`config.mk`:
```
export PLATFORM = sky130hd
export DESIGN_NAME = collision_event_gen
export DESIGN_NICKNAME = d
export VERILOG_FILES = /design/src/rtl/snake_pkg.sv /design/src/rtl/btn_debounce.sv /design/src/rtl/collision_event_gen.sv
export SDC_FILE = /design/constraint.sdc
export NUM_CORES = 1
export LEC_CHECK = 0
export CAP_MARGIN = 20
export CORE_UTILIZATION = 51
export CTS_CLUSTER_SIZE = 16
export DETAILED_ROUTE_END_ITERATION = 8
export GPL_ROUTABILITY_DRIVEN = 1
export PLACE_DENSITY = 0.79
export SYNTH_ARGS = -nofsm -noshare
export SYNTH_HDL_FRONTEND = slang
export SYNTH_SLANG_ARGS = --single-unit
```
`constraint.sdc`:
```
create_clock -name clk -period 1.9 [get_ports clk]
set_input_delay 0.475 -clock clk [delete_from_list [all_inputs] [get_ports clk]]
set_output_delay 0.475 -clock clk [all_outputs]
set_load 0.02 [all_outputs]
```
`src/rtl/snake_pkg.sv`:
```
// Shared types and defaults for the collision event source.
package snake_pkg;

  typedef enum logic [1:0] {RUN, HOLDOFF, OVER} coll_state_t;

  localparam int SCORE_W = 8;

  localparam int DEF_DEBOUNCE_CYCLES = 16;
  localparam int DEF_HOLDOFF_CYCLES  = 4;
  localparam int DEF_MAX_SCORE       = 50;

  function automatic logic [SCORE_W-1:0] sat_inc(input logic [SCORE_W-1:0] v);
    return (v == '1) ? v : v + SCORE_W'(1);
  endfunction

endpackage

```
`src/rtl/btn_debounce.sv`:
```
// Two-flop synchroniser plus debounce counter for one raw button.
// rise is combinational and coincides with the edge at which stable flips high.
module btn_debounce
  import snake_pkg::*;
#(
  parameter int DEBOUNCE_CYCLES = DEF_DEBOUNCE_CYCLES
) (
  input  logic clk,
  input  logic rst,
  input  logic raw,
  output logic stable,
  output logic rise
);

  localparam int CNT_W = $clog2(DEBOUNCE_CYCLES);
  localparam logic [CNT_W-1:0] CNT_LAST = CNT_W'(DEBOUNCE_CYCLES - 1);

  logic             sync_1;
  logic             sync_2;
  logic [CNT_W-1:0] cnt;
  logic             differ;
  logic             flip;

  assign differ = sync_2 ^ stable;
  assign flip   = differ && (cnt == CNT_LAST);
  assign rise   = flip & sync_2;

  always_ff @(posedge clk or posedge rst) begin
    if (rst) begin
      sync_1 <= 1'b0;
      sync_2 <= 1'b0;
      stable <= 1'b0;
      cnt    <= '0;
    end else begin
      sync_1 <= raw;
      sync_2 <= sync_1;
      if (!differ) begin
        cnt <= '0;
      end else if (flip) begin
        stable <= sync_2;
        cnt    <= '0;
      end else begin
        cnt <= cnt + CNT_W'(1);
      end
    end
  end

endmodule

```
`src/rtl/collision_event_gen.sv`:
```
// Turns the two raw collision buttons into clean goodColl/badColl pulses,
// arbitrating, spacing them out and blocking events once the game is over.
//
//   state   | meaning
//   --------+---------------------------------------------------------------
//   RUN     | game running, idle; emits the next pending event (bad first)
//   HOLDOFF | forced gap after a pulse; pending flags keep accumulating
//   OVER    | game ended; bad rises ignored, a good rise restarts the game
module collision_event_gen
  import snake_pkg::*;
#(
  parameter int DEBOUNCE_CYCLES = DEF_DEBOUNCE_CYCLES,
  parameter int HOLDOFF_CYCLES  = DEF_HOLDOFF_CYCLES,
  parameter int MAX_SCORE       = DEF_MAX_SCORE
) (
  input  logic               clk,
  input  logic               rst,
  input  logic               good_btn_raw,
  input  logic               bad_btn_raw,
  output logic               goodColl,
  output logic               badColl,
  output logic               game_over,
  output logic [SCORE_W-1:0] good_count,
  output logic               event_dropped
);

  localparam int TMR_W = (HOLDOFF_CYCLES > 1) ? $clog2(HOLDOFF_CYCLES) : 1;
  localparam logic [TMR_W-1:0]   TMR_LOAD = TMR_W'(HOLDOFF_CYCLES - 1);
  localparam logic [SCORE_W-1:0] MAX_CNT  = SCORE_W'(MAX_SCORE);

  logic good_stable, good_rise;
  logic bad_stable, bad_rise;
  logic unused_stable;

  btn_debounce #(.DEBOUNCE_CYCLES(DEBOUNCE_CYCLES)) u_good_db (
    .clk    (clk),
    .rst    (rst),
    .raw    (good_btn_raw),
    .stable (good_stable),
    .rise   (good_rise)
  );

  btn_debounce #(.DEBOUNCE_CYCLES(DEBOUNCE_CYCLES)) u_bad_db (
    .clk    (clk),
    .rst    (rst),
    .raw    (bad_btn_raw),
    .stable (bad_stable),
    .rise   (bad_rise)
  );

  // Only the rise strobes drive the FSM; the levels are not needed here.
  assign unused_stable = good_stable ^ bad_stable;

  coll_state_t        state, state_n;
  logic [TMR_W-1:0]   timer, timer_n;
  logic               pend_good, pend_good_n;
  logic               pend_bad, pend_bad_n;
  logic               over_flag, over_n;
  logic [SCORE_W-1:0] count_n, inc;
  logic               good_n, bad_n, drop_n;
  logic               clr_good, clr_bad;

  always_comb begin
    state_n     = state;
    timer_n     = timer;
    over_n      = over_flag;
    count_n     = good_count;
    good_n      = 1'b0;
    bad_n       = 1'b0;
    drop_n      = 1'b0;
    clr_good    = 1'b0;
    clr_bad     = 1'b0;
    pend_good_n = pend_good;
    pend_bad_n  = pend_bad;
    inc         = sat_inc(good_count);

    case (state)
      RUN: begin
        if (pend_bad) begin
          bad_n    = 1'b1;
          clr_good = 1'b1;
          clr_bad  = 1'b1;
          drop_n   = pend_good;
          over_n   = 1'b1;
          state_n  = HOLDOFF;
          timer_n  = TMR_LOAD;
        end else if (pend_good) begin
          good_n   = 1'b1;
          clr_good = 1'b1;
          count_n  = inc;
          if (inc == MAX_CNT) over_n = 1'b1;
          state_n  = HOLDOFF;
          timer_n  = TMR_LOAD;
        end
      end
      HOLDOFF: begin
        if (timer == '0) state_n = over_flag ? OVER : RUN;
        else             timer_n = timer - TMR_W'(1);
      end
      OVER: begin
        clr_bad = 1'b1;
        if (pend_good) begin
          good_n   = 1'b1;
          clr_good = 1'b1;
          count_n  = SCORE_W'(1);
          over_n   = 1'b0;
          state_n  = HOLDOFF;
          timer_n  = TMR_LOAD;
        end
      end
      default: state_n = RUN;
    endcase

    // A rise landing on an already-pending flag is merged away and reported.
    pend_good_n = (pend_good & ~clr_good) | good_rise;
    if (good_rise & pend_good & ~clr_good) drop_n = 1'b1;

    if (state == OVER) begin
      pend_bad_n = 1'b0;
    end else begin
      pend_bad_n = (pend_bad & ~clr_bad) | bad_rise;
      if (bad_rise & pend_bad & ~clr_bad) drop_n = 1'b1;
    end
  end

  always_ff @(posedge clk or posedge rst) begin
    if (rst) begin
      state         <= RUN;
      timer         <= '0;
      pend_good     <= 1'b0;
      pend_bad      <= 1'b0;
      over_flag     <= 1'b0;
      good_count    <= '0;
      goodColl      <= 1'b0;
      badColl       <= 1'b0;
      event_dropped <= 1'b0;
      game_over     <= 1'b0;
    end else begin
      state         <= state_n;
      timer         <= timer_n;
      pend_good     <= pend_good_n;
      pend_bad      <= pend_bad_n;
      over_flag     <= over_n;
      good_count    <= count_n;
      goodColl      <= good_n;
      badColl       <= bad_n;
      event_dropped <= drop_n;
      game_over     <= (state == OVER);
    end
  end

endmodule

```
==> results.sh <==
export IMPL_status="completed"
export IMPL_final_max_slew_viol_count=0
export IMPL_register_area_um2=830
export IMPL_clock_path_buffers=2
export IMPL_critPathKind="reg2reg"
export IMPL_crit_path_top_delay_cell="dfrtp_2"
export IMPL_multi_input_area_um2=842
export IMPL_firstDrtPassIters=4
export IMPL_ios=16
export IMPL_fillers=241
export IMPL_crit_start="good_count[0]"
export IMPL_antenna_found_initial=0
export IMPL_cp_cell_sequence="ha_4 > nand3_1 > nand2b_2 > mux2_4 > nor4_4 > mux2i_1"
export IMPL_io_buffers=15
export IMPL_placed_area_um2=1940
export IMPL_grt_max_degree=34
export IMPL_leakagePower_nw=0.960
export IMPL_syn_avg_cell_area_um2=10.1
export IMPL_synthFlopType="dfrtp_1"
export IMPL_r2r_slack_ns=0.13
export IMPL_drc=0
export IMPL_synth_edf_count=0
export IMPL_grt_first_pass_wirelength_um=5740
export IMPL_r2r_end="over_flag"
export IMPL_cap_violations=0
export IMPL_slowest_delay_ns=0.45
export IMPL_wl_per_cell_um=14.0
export IMPL_grt_pass1_vias=1339
export IMPL_cts_clk_slew_worst_paths_ns=0.12
export IMPL_layout_nets=204
export IMPL_ant_nets=0
export IMPL_num_antenna_cells=0
export IMPL_grt_usage_pct=22.2
export IMPL_period_minus_slack_ns=1.77
export IMPL_finalSetupViolations=0
export IMPL_design_core_area_um2=3130
export IMPL_fp_dieW_um=59.9
export IMPL_gr_total_overflow=0
export IMPL_die_area_um2=3590
export IMPL_synth_fp_nets=182
export IMPL_htreeDepth=2
export IMPL_die_y_um=59.9
export IMPL_synth_seq_cells=33
export IMPL_hold_buffers=0
export IMPL_tns_ns=0
export IMPL_slew_headroom_pct=72.6
export IMPL_finalWirelength_um=3310
export IMPL_area_delta_synth_final_pct=18.1
export IMPL_rsz0062_at_grt="false"
export IMPL_worstHoldStart="u_good_db.sync_1"
export IMPL_finalCritPeriodShare_pct=93.1
export IMPL_fin_util_pct=64.6
export IMPL_num_rows=20
export IMPL_finClkSkew_ns=0.0113
export IMPL_max_freq_ghz=0.565
export IMPL_ys_seq_area_share_pct=48.2
export IMPL_yosysTopAreaCellShare_pct=48.2
export IMPL_clock_sinks=33
export IMPL_syn_inst=170
export IMPL_synth_area_leaders="dfrtp_1 (48%), ha_1 (5.8%), a21oi_1 (4.1%)"
export IMPL_dpl_hpwl_um=2300
export IMPL_start_util_pct=54.7
export IMPL_yosys_area_top_type="dfrtp_1"
export IMPL_tightest_slew_ns=0.411
export IMPL_synth_cell_types=41
export IMPL_crit_fanout=10
export IMPL_syn_area_um2=1710
export IMPL_power_density_nw_per_um2=667
export IMPL_ff2ff_path_depth=6
export IMPL_end_kind="register"
export IMPL_vias=1347
export IMPL_power_w=0.00135
export IMPL_insertion_delay_ns=0.35
export IMPL_ys_warn_count=0
export IMPL_async_reset_ff_share_pct=100
export IMPL_gp_congestion=0.844
export IMPL_initialDrtViolationCount=76
export IMPL_crit_required_ns=2.18
export IMPL_drive_gt1_share_pct=13.5
export IMPL_start_kind="register"
export IMPL_vdd_drop_max_v=0.000629
export IMPL_vias_per_cell=5.68
export IMPL_hp_class="reg2reg"
export IMPL_cts_buffers=5
export IMPL_timing_rr_start="good_count[0]"
export IMPL_final_cell_area_um2=2020
export IMPL_hold_violations=0
export IMPL_clockRootBuffer="clkbuf_4"
export IMPL_cts_tree="done"
export IMPL_timing_critical_path_to="over_flag"
export IMPL_worstPathArrival_ns=2.05
-- cell type report --
type / count / area share (%)
clock inverter: 3 / 2.29
inverter: 8 / 1.49
tap: 44 / 2.72
multi-input combinational: 124 / 41.6
sequential: 33 / 41.0
timing repair buffer: 20 / 8.97
clock buffer: 5 / 1.86
-- where the power goes --
part           leakage, nW  total (W)  internal [W]  switching [W]
clock network       0.0414   0.000545      0.000278       0.000267
logic                0.482  0.0000708     0.0000310      0.0000398
registers            0.436   0.000733      0.000718      0.0000145
-- worst min-delay path by stage --
stage,slack (ns),cells past startpoint,endpoint
floorplan,0.33,0,u_bad_db.sync_2
global placement,0.34,0,u_good_db.sync_2
detailed placement,0.34,0,u_good_db.sync_2
CTS,0.37,0,u_good_db.sync_2
global route,0.37,0,u_good_db.sync_2
finish,0.36,0,u_good_db.sync_2
-- cell usage after synthesis (2+ instances only) --
| master | n |
|---|---|
| mux2_2 | 2 |
| nand2_1 | 9 |
| a21o_1 | 3 |
| o21a_1 | 3 |
| clkbuf_1 | 2 |
| nand2b_1 | 3 |
| inv_1 | 8 |
| o21ai_0 | 13 |
| nor2_1 | 16 |
| mux2i_1 | 2 |
| xor2_1 | 2 |
| a21oi_1 | 14 |
| dfrtp_1 | 33 |
| nor3_1 | 2 |
| nand3_1 | 4 |
| buf_6 | 2 |
| a31oi_1 | 6 |
| xnor2_1 | 4 |
| and2_1 | 2 |
| ha_1 | 8 |
| and3_1 | 2 |
| nor2b_1 | 8 |
| nor3b_1 | 4 |
-- critical path: cells and delay by family, from the launching register on --
family	cells	cell delay [ns]
adders and majority gates	1	0.21
DFF	1	0.45
muxes	2	0.52
and+or+nand+nor	3	0.53
-- cell families after synthesis --
| logic type | share of synthesized area [%] |
|---|---|
| compound gates | 17.3 |
| xor+xnor | 3.07 |
| fa+ha+maj | 5.85 |
| buf+inv | 3.95 |
| flops | 48.2 |
| mux | 3.36 |
| simple gates | 18.3 |
-- metrics by stage --
| stage | cells | hold slack (ns) | setup WS, ns |
|---|---|---|---|
| global placement | 229 | 0.335 | 0.208 |
| floorplan | 170 | 0.331 | 0.00863 |
| global route | 237 | 0.371 | 0.0108 |
| detailed placement | 229 | 0.341 | 0.137 |
| finish | 237 | 0.363 | 0.131 |
| CTS | 237 | 0.365 | 0.00462 |
-- routing by layer --
| layer | wire length, um | track usage, % | share of wire (%) | vias up |
|---|---|---|---|---|
| met5 | 0 | 0 | 0 | - |
| met1 | 1480 | 26.5 | 45 | 652 |
| met4 | 97 | 12.0 | 2.9 | 0 |
| met2 | 1620 | 35.7 | 49 | 34 |
| li1 | - | - | - | 649 |
| met3 | 120 | 6.93 | 3.6 | 12 |
-- state kept, by name, summed over array words and instances (netlist names), 2 cells and up --
signal,count
good_count,8
u_good_db.cnt,4
u_bad_db.cnt,4
state,2
timer,2
-- cells in the final DEF (no fill, tap or decap), drive strengths merged, types with 2 or more instances in the layout --
cell type	count
a21o	3
nand2	9
and3	2
clkdlybuf4s50	7
nand2b	4
nand3	4
and4	2
mux2i	2
a21oi	14
nor2b	8
dlygate4sd2	7
dfrtp	33
xnor2	4
a31oi	6
nor3b	4
xor2	2
o21a	3
ha	8
clkbuf	5
inv	8
nor2	16
buf	5
and2	2
mux2	3
o21ai	13
nor3	2
-- timing repair --
action,in CTS,in global routing
endpoints found under the setup margin,7,3
endpoints found under the hold margin,0,0
resized for setup,8,2
setup buffers,0,0
(Power assumes the default switching activity.)
